==> src/rtl/tetris_pkg.sv <==
// Shared key indices, command codes and repeat-timer state type for the
// key-to-command path.
package tetris_pkg;

    localparam int NKEY = 5;
    localparam int NREP = 3;

    localparam int KEY_LEFT   = 0;
    localparam int KEY_RIGHT  = 1;
    localparam int KEY_DOWN   = 2;
    localparam int KEY_ROTATE = 3;
    localparam int KEY_DROP   = 4;

    localparam logic [2:0] CMD_NONE   = 3'd0;
    localparam logic [2:0] CMD_LEFT   = 3'd1;
    localparam logic [2:0] CMD_RIGHT  = 3'd2;
    localparam logic [2:0] CMD_DOWN   = 3'd3;
    localparam logic [2:0] CMD_ROTATE = 3'd4;
    localparam logic [2:0] CMD_DROP   = 3'd5;

    typedef enum logic [1:0] {
        RPT_IDLE = 2'd0,
        RPT_DAS  = 2'd1,
        RPT_ARR  = 2'd2
    } rpt_state_e;

endpackage

==> src/rtl/key_repeat_timer.sv <==
// Auto-repeat timer for one held key: a first repeat after DAS_MS ticks,
// then one every ARR_MS ticks until release.
//
// state    | meaning
// RPT_IDLE | key not held, no repeats
// RPT_DAS  | counting the initial delay before the first repeat
// RPT_ARR  | repeating at the fixed rate
module key_repeat_timer
    import tetris_pkg::*;
#(
    parameter int DAS_MS = 170,
    parameter int ARR_MS = 50
) (
    input  logic clk,
    input  logic rst_n,
    input  logic clr_i,
    input  logic press_i,
    input  logic release_i,
    input  logic tick_i,
    output logic fire_o
);

    localparam int CNT_MAX = (DAS_MS > ARR_MS) ? DAS_MS : ARR_MS;
    localparam int CW      = (CNT_MAX > 1) ? $clog2(CNT_MAX) : 1;
    localparam logic [CW-1:0] DAS_LAST = CW'(DAS_MS - 1);
    localparam logic [CW-1:0] ARR_LAST = CW'(ARR_MS - 1);

    rpt_state_e    state_q, state_d;
    logic [CW-1:0] cnt_q, cnt_d;

    always_ff @(posedge clk or negedge rst_n) begin
        if (!rst_n) begin
            state_q <= RPT_IDLE;
            cnt_q   <= '0;
        end else begin
            state_q <= state_d;
            cnt_q   <= cnt_d;
        end
    end

    always_comb begin
        state_d = state_q;
        cnt_d   = cnt_q;
        fire_o  = 1'b0;
        if (clr_i || release_i) begin
            state_d = RPT_IDLE;
            cnt_d   = '0;
        end else if (press_i) begin
            // a fresh press always restarts the initial delay
            state_d = RPT_DAS;
            cnt_d   = '0;
        end else if (tick_i) begin
            case (state_q)
                RPT_DAS: begin
                    if (cnt_q == DAS_LAST) begin
                        fire_o  = 1'b1;
                        state_d = RPT_ARR;
                        cnt_d   = '0;
                    end else begin
                        cnt_d = cnt_q + 1'b1;
                    end
                end
                RPT_ARR: begin
                    if (cnt_q == ARR_LAST) begin
                        fire_o = 1'b1;
                        cnt_d  = '0;
                    end else begin
                        cnt_d = cnt_q + 1'b1;
                    end
                end
                default: ;
            endcase
        end
    end

endmodule

==> src/rtl/key_cmd_scheduler.sv <==
// Merges debounced key press/release pulses and auto-repeat events into a
// single priority-ordered command stream on a valid/ready interface.
module key_cmd_scheduler
    import tetris_pkg::*;
#(
    parameter int CLK_DIV = 100_000,
    parameter int DAS_MS  = 170,
    parameter int ARR_MS  = 50
) (
    input  logic       clk,
    input  logic       rst_n,
    input  logic       enable,
    input  logic [4:0] key_press,
    input  logic [4:0] key_release,
    output logic       cmd_valid,
    output logic [2:0] cmd_code,
    input  logic       cmd_ready
);

    localparam int TW = (CLK_DIV > 1) ? $clog2(CLK_DIV) : 1;
    localparam logic [TW-1:0] TICK_LAST = TW'(CLK_DIV - 1);

    logic [TW-1:0]   tick_cnt_q, tick_cnt_d;
    logic            tick;
    logic [NKEY-1:0] held_q, held_d;
    logic [NKEY-1:0] pending_q, pending_d;
    logic            cmd_valid_q, cmd_valid_d;
    logic [2:0]      cmd_code_q, cmd_code_d;

    logic [NKEY-1:0] press_vld, press_eff, rel_vld, kill, ev;
    logic            lr_clash;
    logic [NREP-1:0] clr_rpt, fire, rpt_ev;
    logic [NKEY-1:0] grant_oh;
    logic [2:0]      grant_code;
    logic            load;

    assign tick       = (tick_cnt_q == TICK_LAST);
    assign tick_cnt_d = tick ? '0 : tick_cnt_q + 1'b1;

    // release beats a same-cycle press; simultaneous left+right cancel out
    assign press_vld = {NKEY{enable}} & key_press & ~key_release;
    assign lr_clash  = press_vld[KEY_LEFT] & press_vld[KEY_RIGHT];
    assign press_eff = press_vld & ~{3'b000, lr_clash, lr_clash};
    assign rel_vld   = {NKEY{enable}} & key_release;
    assign kill      = {3'b000, press_eff[KEY_LEFT], press_eff[KEY_RIGHT]};

    assign clr_rpt = {NREP{~enable}} | kill[NREP-1:0];

    for (genvar k = 0; k < NREP; k++) begin : g_rpt
        key_repeat_timer #(
            .DAS_MS(DAS_MS),
            .ARR_MS(ARR_MS)
        ) u_rpt (
            .clk      (clk),
            .rst_n    (rst_n),
            .clr_i    (clr_rpt[k]),
            .press_i  (press_eff[k]),
            .release_i(rel_vld[k]),
            .tick_i   (tick),
            .fire_o   (fire[k])
        );
    end

    assign rpt_ev = fire & held_q[NREP-1:0];
    assign ev     = press_eff | {2'b00, rpt_ev};

    always_comb begin
        grant_oh   = '0;
        grant_code = CMD_NONE;
        if (pending_q[KEY_DROP]) begin
            grant_oh[KEY_DROP] = 1'b1;
            grant_code         = CMD_DROP;
        end else if (pending_q[KEY_ROTATE]) begin
            grant_oh[KEY_ROTATE] = 1'b1;
            grant_code           = CMD_ROTATE;
        end else if (pending_q[KEY_DOWN]) begin
            grant_oh[KEY_DOWN] = 1'b1;
            grant_code         = CMD_DOWN;
        end else if (pending_q[KEY_LEFT]) begin
            grant_oh[KEY_LEFT] = 1'b1;
            grant_code         = CMD_LEFT;
        end else if (pending_q[KEY_RIGHT]) begin
            grant_oh[KEY_RIGHT] = 1'b1;
            grant_code          = CMD_RIGHT;
        end
    end

    // while disabled nothing new is issued, but a presented command may still drain
    assign load = enable && (!cmd_valid_q || cmd_ready) && (|pending_q);

    always_comb begin
        held_d      = '0;
        pending_d   = '0;
        cmd_valid_d = cmd_valid_q;
        cmd_code_d  = cmd_code_q;
        if (enable) begin
            held_d    = (held_q | press_eff) & ~rel_vld & ~kill;
            pending_d = (pending_q & ~(load ? grant_oh : '0) & ~kill) | ev;
        end
        if (load) begin
            cmd_valid_d = 1'b1;
            cmd_code_d  = grant_code;
        end else if (cmd_valid_q && cmd_ready) begin
            cmd_valid_d = 1'b0;
            cmd_code_d  = CMD_NONE;
        end
    end

    always_ff @(posedge clk or negedge rst_n) begin
        if (!rst_n) begin
            tick_cnt_q  <= '0;
            held_q      <= '0;
            pending_q   <= '0;
            cmd_valid_q <= 1'b0;
            cmd_code_q  <= CMD_NONE;
        end else begin
            tick_cnt_q  <= tick_cnt_d;
            held_q      <= held_d;
            pending_q   <= pending_d;
            cmd_valid_q <= cmd_valid_d;
            cmd_code_q  <= cmd_code_d;
        end
    end

    assign cmd_valid = cmd_valid_q;
    assign cmd_code  = cmd_code_q;

endmodule
==> config.mk <==
export PLATFORM = sky130hd
export DESIGN_NAME = key_cmd_scheduler
export DESIGN_NICKNAME = d
export VERILOG_FILES = /design/src/rtl/tetris_pkg.sv /design/src/rtl/key_repeat_timer.sv /design/src/rtl/key_cmd_scheduler.sv
export SDC_FILE = /design/constraint.sdc
export NUM_CORES = 1
export LEC_CHECK = 0
export BUFFER_PORTS_ARGS = -buffer_cell sky130_fd_sc_hd__buf_2
export CAP_MARGIN = 30
export CORE_MARGIN = 3
export CORE_UTILIZATION = 55
export CTS_CLUSTER_SIZE = 24
export DETAILED_ROUTE_END_ITERATION = 10
export PLACE_DENSITY = 0.83
export RECOVER_POWER = 25
export SYNTH_ARGS = -nofsm -noshare
export SYNTH_HDL_FRONTEND = slang
export SYNTH_HIERARCHICAL = 1
export SYNTH_SLANG_ARGS = --single-unit
==> constraint.sdc <==
create_clock -name clk -period 2 [get_ports clk]
set_input_delay 0.4 -clock clk [delete_from_list [all_inputs] [get_ports clk]]
set_output_delay 0.4 -clock clk [all_outputs]
set_load 0.005 [all_outputs]
==> reports/summary.md, run 1 <==
The initial core utilization is 58.8%. For this run the aggregate overflow at the end of global routing stands at 0. Yosys mapped a number of flops with a built-in enable equal to 0.

After clock tree synthesis, the flow added hold-fix buffers numbering 0. The total half-perimeter wirelength after legalization and detailed placement was 4.81 mm; the buffer depth of the longest clock path was 2. The post-synthesis cell count was 345; the detailed-route DRC error count was 0. STA classifies the critical path startpoint as a flip-flop. Synthesis inferred 59 register bits.

The least setup slack across all paths after layout is 71.0 ps, and the clock slew seen by the registers of the worst setup and hold paths is 70 ps. The routed design has 7.14 mm of wire. The tree is rooted in a sky130_fd_sc_hd__clkbuf_8. Routability-driven placement finished with a final weighted congestion of 0.851.

At the pin with the least slew margin, the transition time is 1430 ps. Derived from the worst setup path, the maximum achievable clock frequency is 518 MHz. For the register-to-register setup slack, the log shows 70 ps.

The most used flip-flop cell after synthesis is sky130_fd_sc_hd__dfrtp_1. The die covers 0.00704 mm^2. The critical path required time was 2260 ps; the number of buffers inserted during clock tree synthesis was 9. The number of setup violations in the final report came out at 0. At the placement stage, the worst setup path has a slack of 31.6 ps. The maximum level of the CTS H-tree was 3; the highest ir drop seen on vdd was 0.000474 V.

The first global-routing pass estimated 12.1 mm of wire. The detailed router finished its first iteration with 124 violations. The post-place instance area was 0.00358 mm^2; the max-slew violation count was 0.

The repair_antennas step left the layout with diodes totalling 0. The number of cells on the worst reg-to-reg path is 7. The leakage power total came out at 1.59 nW.

The logs give 60 for the largest net degree at the start of global routing and 372 for the synthesized net count. Critical path capture point type: a flip-flop. The logs give 2736 for the number of global-route vias before repair and 0.00568 mm^2 for the core area.

Setup repair after global routing could not meet its margin everywhere. The worst hold path was traced through 2 stages. The path class of the tightest hold or removal check is input pin to flip-flop. At the worst endpoint, the arrival time is 2190 ps. Of all flip-flops after synthesis, the portion carrying an async set or reset was 100%. The number of different library cells in the post-synthesis netlist is 54. The flow ran to the end, and the final reports show no timing, DRC or antenna violations. Clock latency on the worst-skew pair, taken at its later pin, is 350 ps. Of the available clock period, the critical path in the final layout requires 96.5%. The run gives 6 as the number of synthesis warnings.

Input and output buffers added on the ports amount to 17. In the final routed layout, each cell accounts on average for 15.5 um. The average cell area after synthesis was 9.68 um^2; the number of top-level pins was 18. The run gives 59 as the number of sinks driven by the clock tree.

The die extent in y came out at 83.9 um. The logs give 44.2% for the share of the yosys chip area belonging to registers and 67.8% for the final design utilization. TritonCTS built the clock tree. The worst setup path is of the flip-flop to flip-flop kind. The run gives 412 as the final net count. The area growth from synthesis to layout is 15.3%. Of all nets on the critical path, the largest fanout is 5. The headroom to the max-slew limit was 4.47%; the maximum clock skew at final layout was 8.26 ps. Across the run, the number of max-cap violations was 0. The netlist area before placement is 0.00334 mm^2. From left edge to right edge, the die measures 83.9 um. Using the TritonRoute via totals, the vias-per-cell ratio works out to 5.95.

The routed layout has 2749 vias. Dividing total power by cell area gives a power density of 618 mW/mm^2. The final number of hold-violating endpoints is 0, and the overall routing resource usage is 21.1%. The logs give 27 for the number of standard-cell rows in the floorplan and 0.00385 mm^2 for the final design area excluding fillers.

For the post-detailed-route count of antenna-violating nets, the log shows 0. The smallest clock period supported by the final layout is computed as 1930 ps. For the initial antenna violation count, the log shows 0. The detailed-router iteration count before antenna repair came out at 4. The post-route netlist has 21.0% of its cells at a drive strength greater than 1.
==> cell families (layout without fill, tap and decap cells) <==
group / after synthesis / count (layout) / share of synthesized area, %
compound gates: 66 / 66 / 12.7
xor+xnor: 16 / 16 / 4.20
fa+ha+maj: 13 / 13 / 4.87
buf+inv: 26 / 70 / 3.86
flops: 59 / 59 / 44.2
mux: 1 / 1 / 0.300
simple gates: 164 / 165 / 29.9
==> worst max-delay path: stages (launching register included) <==
cell                       delay [ps]
sky130_fd_sc_hd__dfrtp_1          440
sky130_fd_sc_hd__nor4bb_4         340
sky130_fd_sc_hd__and4_4           330
sky130_fd_sc_hd__and2b_2          180
sky130_fd_sc_hd__nand2_2           70
sky130_fd_sc_hd__a211oi_2         220
sky130_fd_sc_hd__a21oi_1          100
sky130_fd_sc_hd__a21oi_1          150
==> what timing repair did <==
item,CTS,global route
setup endpoints to repair,1,18
resized for setup,1,18
cloned,0,1
buffers inserted,0,3
pin swaps,0,9
==> flip-flops by register name, summed over array words and instances, names as in the netlist <==
register,count
g_rpt.u_rpt/cnt_q,24
tick_cnt_q,17
g_rpt.u_rpt/state_q,6
pending_q,5
cmd_code,3
held_q,3
cmd_valid,1
==> per-stage QoR <==
step                      hold slack [ps]  instances  total power [mW]  setup TNS (ps)
after floorplan                       104        345              1.37               0
after global placement                430        442              1.45               0
after detailed placement              432        442              1.46               0
after CTS                            58.7        458              2.41               0
after global routing                  248        462              2.49           -31.2
final                                 244        462              2.38               0
==> report_power, final <==
part | internal, mW | switching [mW]
combinational | 0.0771 | 0.121
sequential | 1.22 | 0.0184
clock | 0.476 | 0.471
==> synthesized netlist by cell type, types with 4 or more instances <==
cell | n | share of area [%]
sky130_fd_sc_hd__a211oi_1 | 6 | 1.3
sky130_fd_sc_hd__a21o_1 | 5 | 1.1
sky130_fd_sc_hd__a21oi_1 | 16 | 2.4
sky130_fd_sc_hd__and3_1 | 4 | 0.75
sky130_fd_sc_hd__and4_1 | 7 | 1.8
sky130_fd_sc_hd__dfrtp_1 | 59 | 44
sky130_fd_sc_hd__ha_1 | 13 | 4.9
sky130_fd_sc_hd__inv_1 | 17 | 1.9
sky130_fd_sc_hd__nand2_1 | 33 | 3.7
sky130_fd_sc_hd__nand2b_1 | 8 | 1.5
sky130_fd_sc_hd__nand3_1 | 27 | 4.0
sky130_fd_sc_hd__nand4_1 | 7 | 1.3
sky130_fd_sc_hd__nand4bb_1 | 9 | 3.0
sky130_fd_sc_hd__nor2_1 | 20 | 2.2
sky130_fd_sc_hd__nor2b_1 | 5 | 0.94
sky130_fd_sc_hd__nor3_1 | 8 | 1.2
sky130_fd_sc_hd__nor4_1 | 6 | 1.1
sky130_fd_sc_hd__o21ai_0 | 8 | 1.2
sky130_fd_sc_hd__o21ai_1 | 8 | 1.2
sky130_fd_sc_hd__o31ai_1 | 9 | 2.0
sky130_fd_sc_hd__or3_1 | 5 | 0.94
sky130_fd_sc_hd__xnor2_1 | 9 | 2.4
sky130_fd_sc_hd__xor2_1 | 7 | 1.8
==> worst paths after layout <==
kind | start | to
min | key_release[0] | held_q[0]
min reg2reg | tick_cnt_q[0] | tick_cnt_q[0]
max | tick_cnt_q[13] | pending_q[0]
min in group asynchronous | rst_n | tick_cnt_q[11]
max reg2reg | tick_cnt_q[13] | pending_q[0]
max in group asynchronous | rst_n | tick_cnt_q[14]
==> final cells by class <==
type                    instances  area (um^2)
clock buffers                  11          141
clock inverters                 5         28.8
flip-flops and latches         59         1480
well taps                      72         90.1
repair buffers                 35          221
inverters                      19         71.3
fillers                       428         1830
multi-input cells             261         1820
==> per-layer routing <==
metal / track usage (%) / routed length [um] / up-vias
met3: 6.71 / 393 / 17
met4: 7.89 / 134 / 0
met1: 26.1 / 3150 / 1315
li1: - / - / 1341
met2: 34.5 / 3460 / 76
met5: 0 / 0 / -
==> cells in the final DEF (no fill, tap or decap), drive strengths merged, types with 4 or more instances in the layout <==
cell type | Yosys | layout
clkbuf | 2 | 12
ha | 13 | 13
nand3 | 28 | 28
nand4bb | 9 | 9
a211oi | 6 | 6
or3 | 8 | 8
nand2 | 33 | 33
o31ai | 9 | 9
a21oi | 17 | 17
nor4 | 6 | 6
clkinv | 0 | 5
inv | 19 | 19
xor2 | 7 | 7
and4 | 8 | 9
buf | 5 | 34
nand2b | 8 | 8
nor2 | 22 | 22
nor2b | 5 | 5
o21ai | 16 | 16
a21o | 5 | 5
nand4 | 7 | 7
dfrtp | 59 | 59
xnor2 | 9 | 9
nor3 | 11 | 11
and3 | 4 | 4
(Power assumes the default switching activity.)
==> run 2, diff against run 1 <==
--- a/config.mk
+++ b/config.mk
@@ -5,13 +5,13 @@
 export SDC_FILE = /design/constraint.sdc
 export NUM_CORES = 1
 export LEC_CHECK = 0
-export BUFFER_PORTS_ARGS = -buffer_cell sky130_fd_sc_hd__buf_2
 export CAP_MARGIN = 30
 export CORE_MARGIN = 3
 export CORE_UTILIZATION = 55
 export CTS_CLUSTER_SIZE = 24
 export DETAILED_ROUTE_END_ITERATION = 10
-export PLACE_DENSITY = 0.83
+export DONT_BUFFER_PORTS = 1
+export PLACE_DENSITY = 0.8
 export RECOVER_POWER = 25
 export SYNTH_ARGS = -nofsm -noshare
 export SYNTH_HDL_FRONTEND = slang
==> run 2 against run 1 <==
Net effect: final area decreased by 2.3%; sequential power about the same; largest cell class unchanged; highest routed layer unchanged; die area unchanged; largest power group unchanged; flip-flop and latch count unchanged; count of clock-buffer cells in the layout increased by 3; sequential share of layout area increased by 0.92 points; routed wire length increased by 0.81%; power increased by 0.20%; worst hold slack got worse by 120 ps; non-clock buffer count decreased by 19; setup slack got worse by 2.5 ps; via count decreased by 1.9%.
==> reports/summary.md, run 2 (synthesis gave the netlist of run 1 again) <==
In the layout the commonest cells are 58 x sky130_fd_sc_hd__dfrtp_1, 31 x sky130_fd_sc_hd__nand2_1, 27 x sky130_fd_sc_hd__nand3_1. In this run the cell area measured after placement is 0.00345 mm^2. The tool flagged a number of max-cap violations equal to 0. Headroom to the max-slew limit: 47.4%. Fmax: 518 MHz. The largest net degree at the start of global routing was 60. The category of the most critical setup path is flip-flop to flip-flop. The initial antenna violation count was 0; the final global-route overflow total was 0. After the last flow step, the layout net total stands at 393.

The buffer depth of the longest clock path was 2. Walking the worst path, the cells encountered are nor4bb_4 -> and4_4 -> and2b_2 -> buf_4 -> nor2_4 -> a31o_1 -> a21o_1. The core region is 0.00568 mm^2. In the final layout, the registers with the most flip-flops are g_rpt.u_rpt/cnt_q: 24 flops, tick_cnt_q: 17 flops, g_rpt.u_rpt/state_q: 6 flops.

Cells fill 66.2% of the core in the end. Dividing the detail-routed wire length by the instance count gives 16.3 um. CTS placed an instance of sky130_fd_sc_hd__clkbuf_8 at the clock tree root.

The repair_antennas step left the layout with diodes totalling 0. For this run, the detailed router's first-pass iteration total came to 5. The actual slew at the worst max-slew pin works out to 788 ps. The master of the slowest instance on the critical path was sky130_fd_sc_hd__dfrtp_1. The number of buffers inserted during clock tree synthesis came out at 9. Across every metal layer, demand over resource in global routing totals 20.9%.

STA classifies the critical path startpoint as a flip-flop. Setup violations remaining at the end of the flow were counted as 0. The max-slew violation count was 0. In this design, the stage delay of the slowest critical-path cell is 430 ps. The logs give 340 ps for the clock insertion delay at the later pin of the skew report and 18 for the number of top-level pins.

The final number of hold-violating endpoints is 0. For this configuration, the core starts out at a cell density of 58.8%. TritonCTS built the clock tree.

Once layout is complete, the cells apart from fillers number 442. The number of sinks driven by the clock tree was 59; the maximum level of the CTS H-tree was 3. The worst setup path is captured at a flip-flop. The logs give 136 for the violation count after the first detailed-routing iteration and 0.00148 mm^2 for the area taken by flip-flops and latches. Leaving out fill and tap cells, the most frequent cell in the layout is sky130_fd_sc_hd__dfrtp_1. The first global-routing pass estimated 11.9 mm of wire.

The weighted congestion reported at the end of routability-driven placement came out at 0.875. The number of global-route vias before repair is 2595. The share of cells above drive strength 1 is 15.9%. The tools report the detailed-route DRC error count as 0. The die footprint came out at 0.00704 mm^2. The leakage power total was 1.50 nW; the critical path required time was 2230 ps.

The critical path's top delay family was simple AND/OR/NAND/NOR gates. In this run the tool buffered the top-level ports with 0 buffer cells. The tools report the area of combinational cells with multiple inputs as 0.00182 mm^2. The via count came out at 2696. The maximum fanout along the worst path is 6, and the final wirelength is 7.20 mm. The area growth from synthesis to layout is 12.6%. Post-detailed-route count of antenna-violating nets: 0. The die is 83.9 um tall. On the final layout, the worst clock skew is 8.63 ps. The run finished with clean final reports. The tightest min-delay check is of the input pin to flip-flop type. For this design the ratio of total power to cell area is 634 mW/mm^2.

The highest ir drop seen on vdd is 0.000440 V, and the total of fill cells in the finished design is 447. The clock slew seen by the registers of the worst setup and hold paths was 70 ps; the arrival time of the worst setup path was 2160 ps. The worst path needs 1930 ps of the cycle, external delays included. The total half-perimeter wirelength after legalization and detailed placement is 4.78 mm, and the period utilization is 96.6%.

The per-cell via count in the routed design was 6.10. The critical path buffer and inverter count was 1; the number of standard-cell rows in the floorplan was 27. After routing the design area is 0.00376 mm^2. The number of flip-flops under the largest register name was 24. The die span in x works out to 83.9 um. The register ranked first by flip-flop count was g_rpt.u_rpt/cnt_q. The post-placement cell count was 421.
==> run 2: final timing paths <==
check                               start                      end  slack (ps)  cells after the start
min reg2reg                 tick_cnt_q[0]            tick_cnt_q[0]         490                      1
min                        key_release[2]                held_q[2]         120                      1
max reg2reg                tick_cnt_q[14]  g_rpt[0].u_rpt/cnt_q[5]          70                      7
max in group asynchronous           rst_n           tick_cnt_q[13]         670                      2
min in group asynchronous           rst_n            tick_cnt_q[5]         790                      2
max                        tick_cnt_q[14]  g_rpt[0].u_rpt/cnt_q[5]          70                      7
==> run 2: what timing repair did <==
| item | CTS | global route |
|---|---|---|
| setup buffers | 0 | 3 |
| endpoints found under the hold margin | 59 | 0 |
| resized for setup | 1 | 15 |
| pin swaps | 0 | 3 |
| cloned | 0 | 1 |
| setup endpoints to repair | 3 | 9 |
| hold buffers | 2 | 0 |
==> run 2: per-stage QoR <==
step	setup slack [ps]	TNS, ps	hold slack, ps	power (mW)
after global placement	86.9	0	107	1.39
after CTS	10.1	0	112	2.42
after floorplan	10.9	0	104	1.37
final	68.5	0	124	2.39
after global routing	-39.9	-125	110	2.49
after detailed placement	-43.5	-76.7	107	1.40
==> run 2: power breakdown <==
group          switching, mW  total (mW)  internal (mW)
Clock                  0.438       0.983          0.545
Sequential            0.0235        1.24           1.22
Combinational          0.104       0.161         0.0565
==> run 2: final cells by class <==
type | count | share of cell area (%)
flip-flops and latches | 59 | 39.3
repair buffers | 16 | 3.26
multi-input cells | 261 | 48.4
clock inverters | 1 | 0.200
inverters | 19 | 1.90
well taps | 72 | 2.40
clock buffers | 14 | 4.59
==> run 2: per-layer routing <==
layer / part of all wire [%] / vias to the layer above / global-route usage (%)
met2: 49 / 81 / 31.9
met3: 5.7 / 10 / 6.61
li1: - / 1297 / -
met5: 0 / - / 0
met4: 1.2 / 0 / 7.89
met1: 44 / 1308 / 27.9
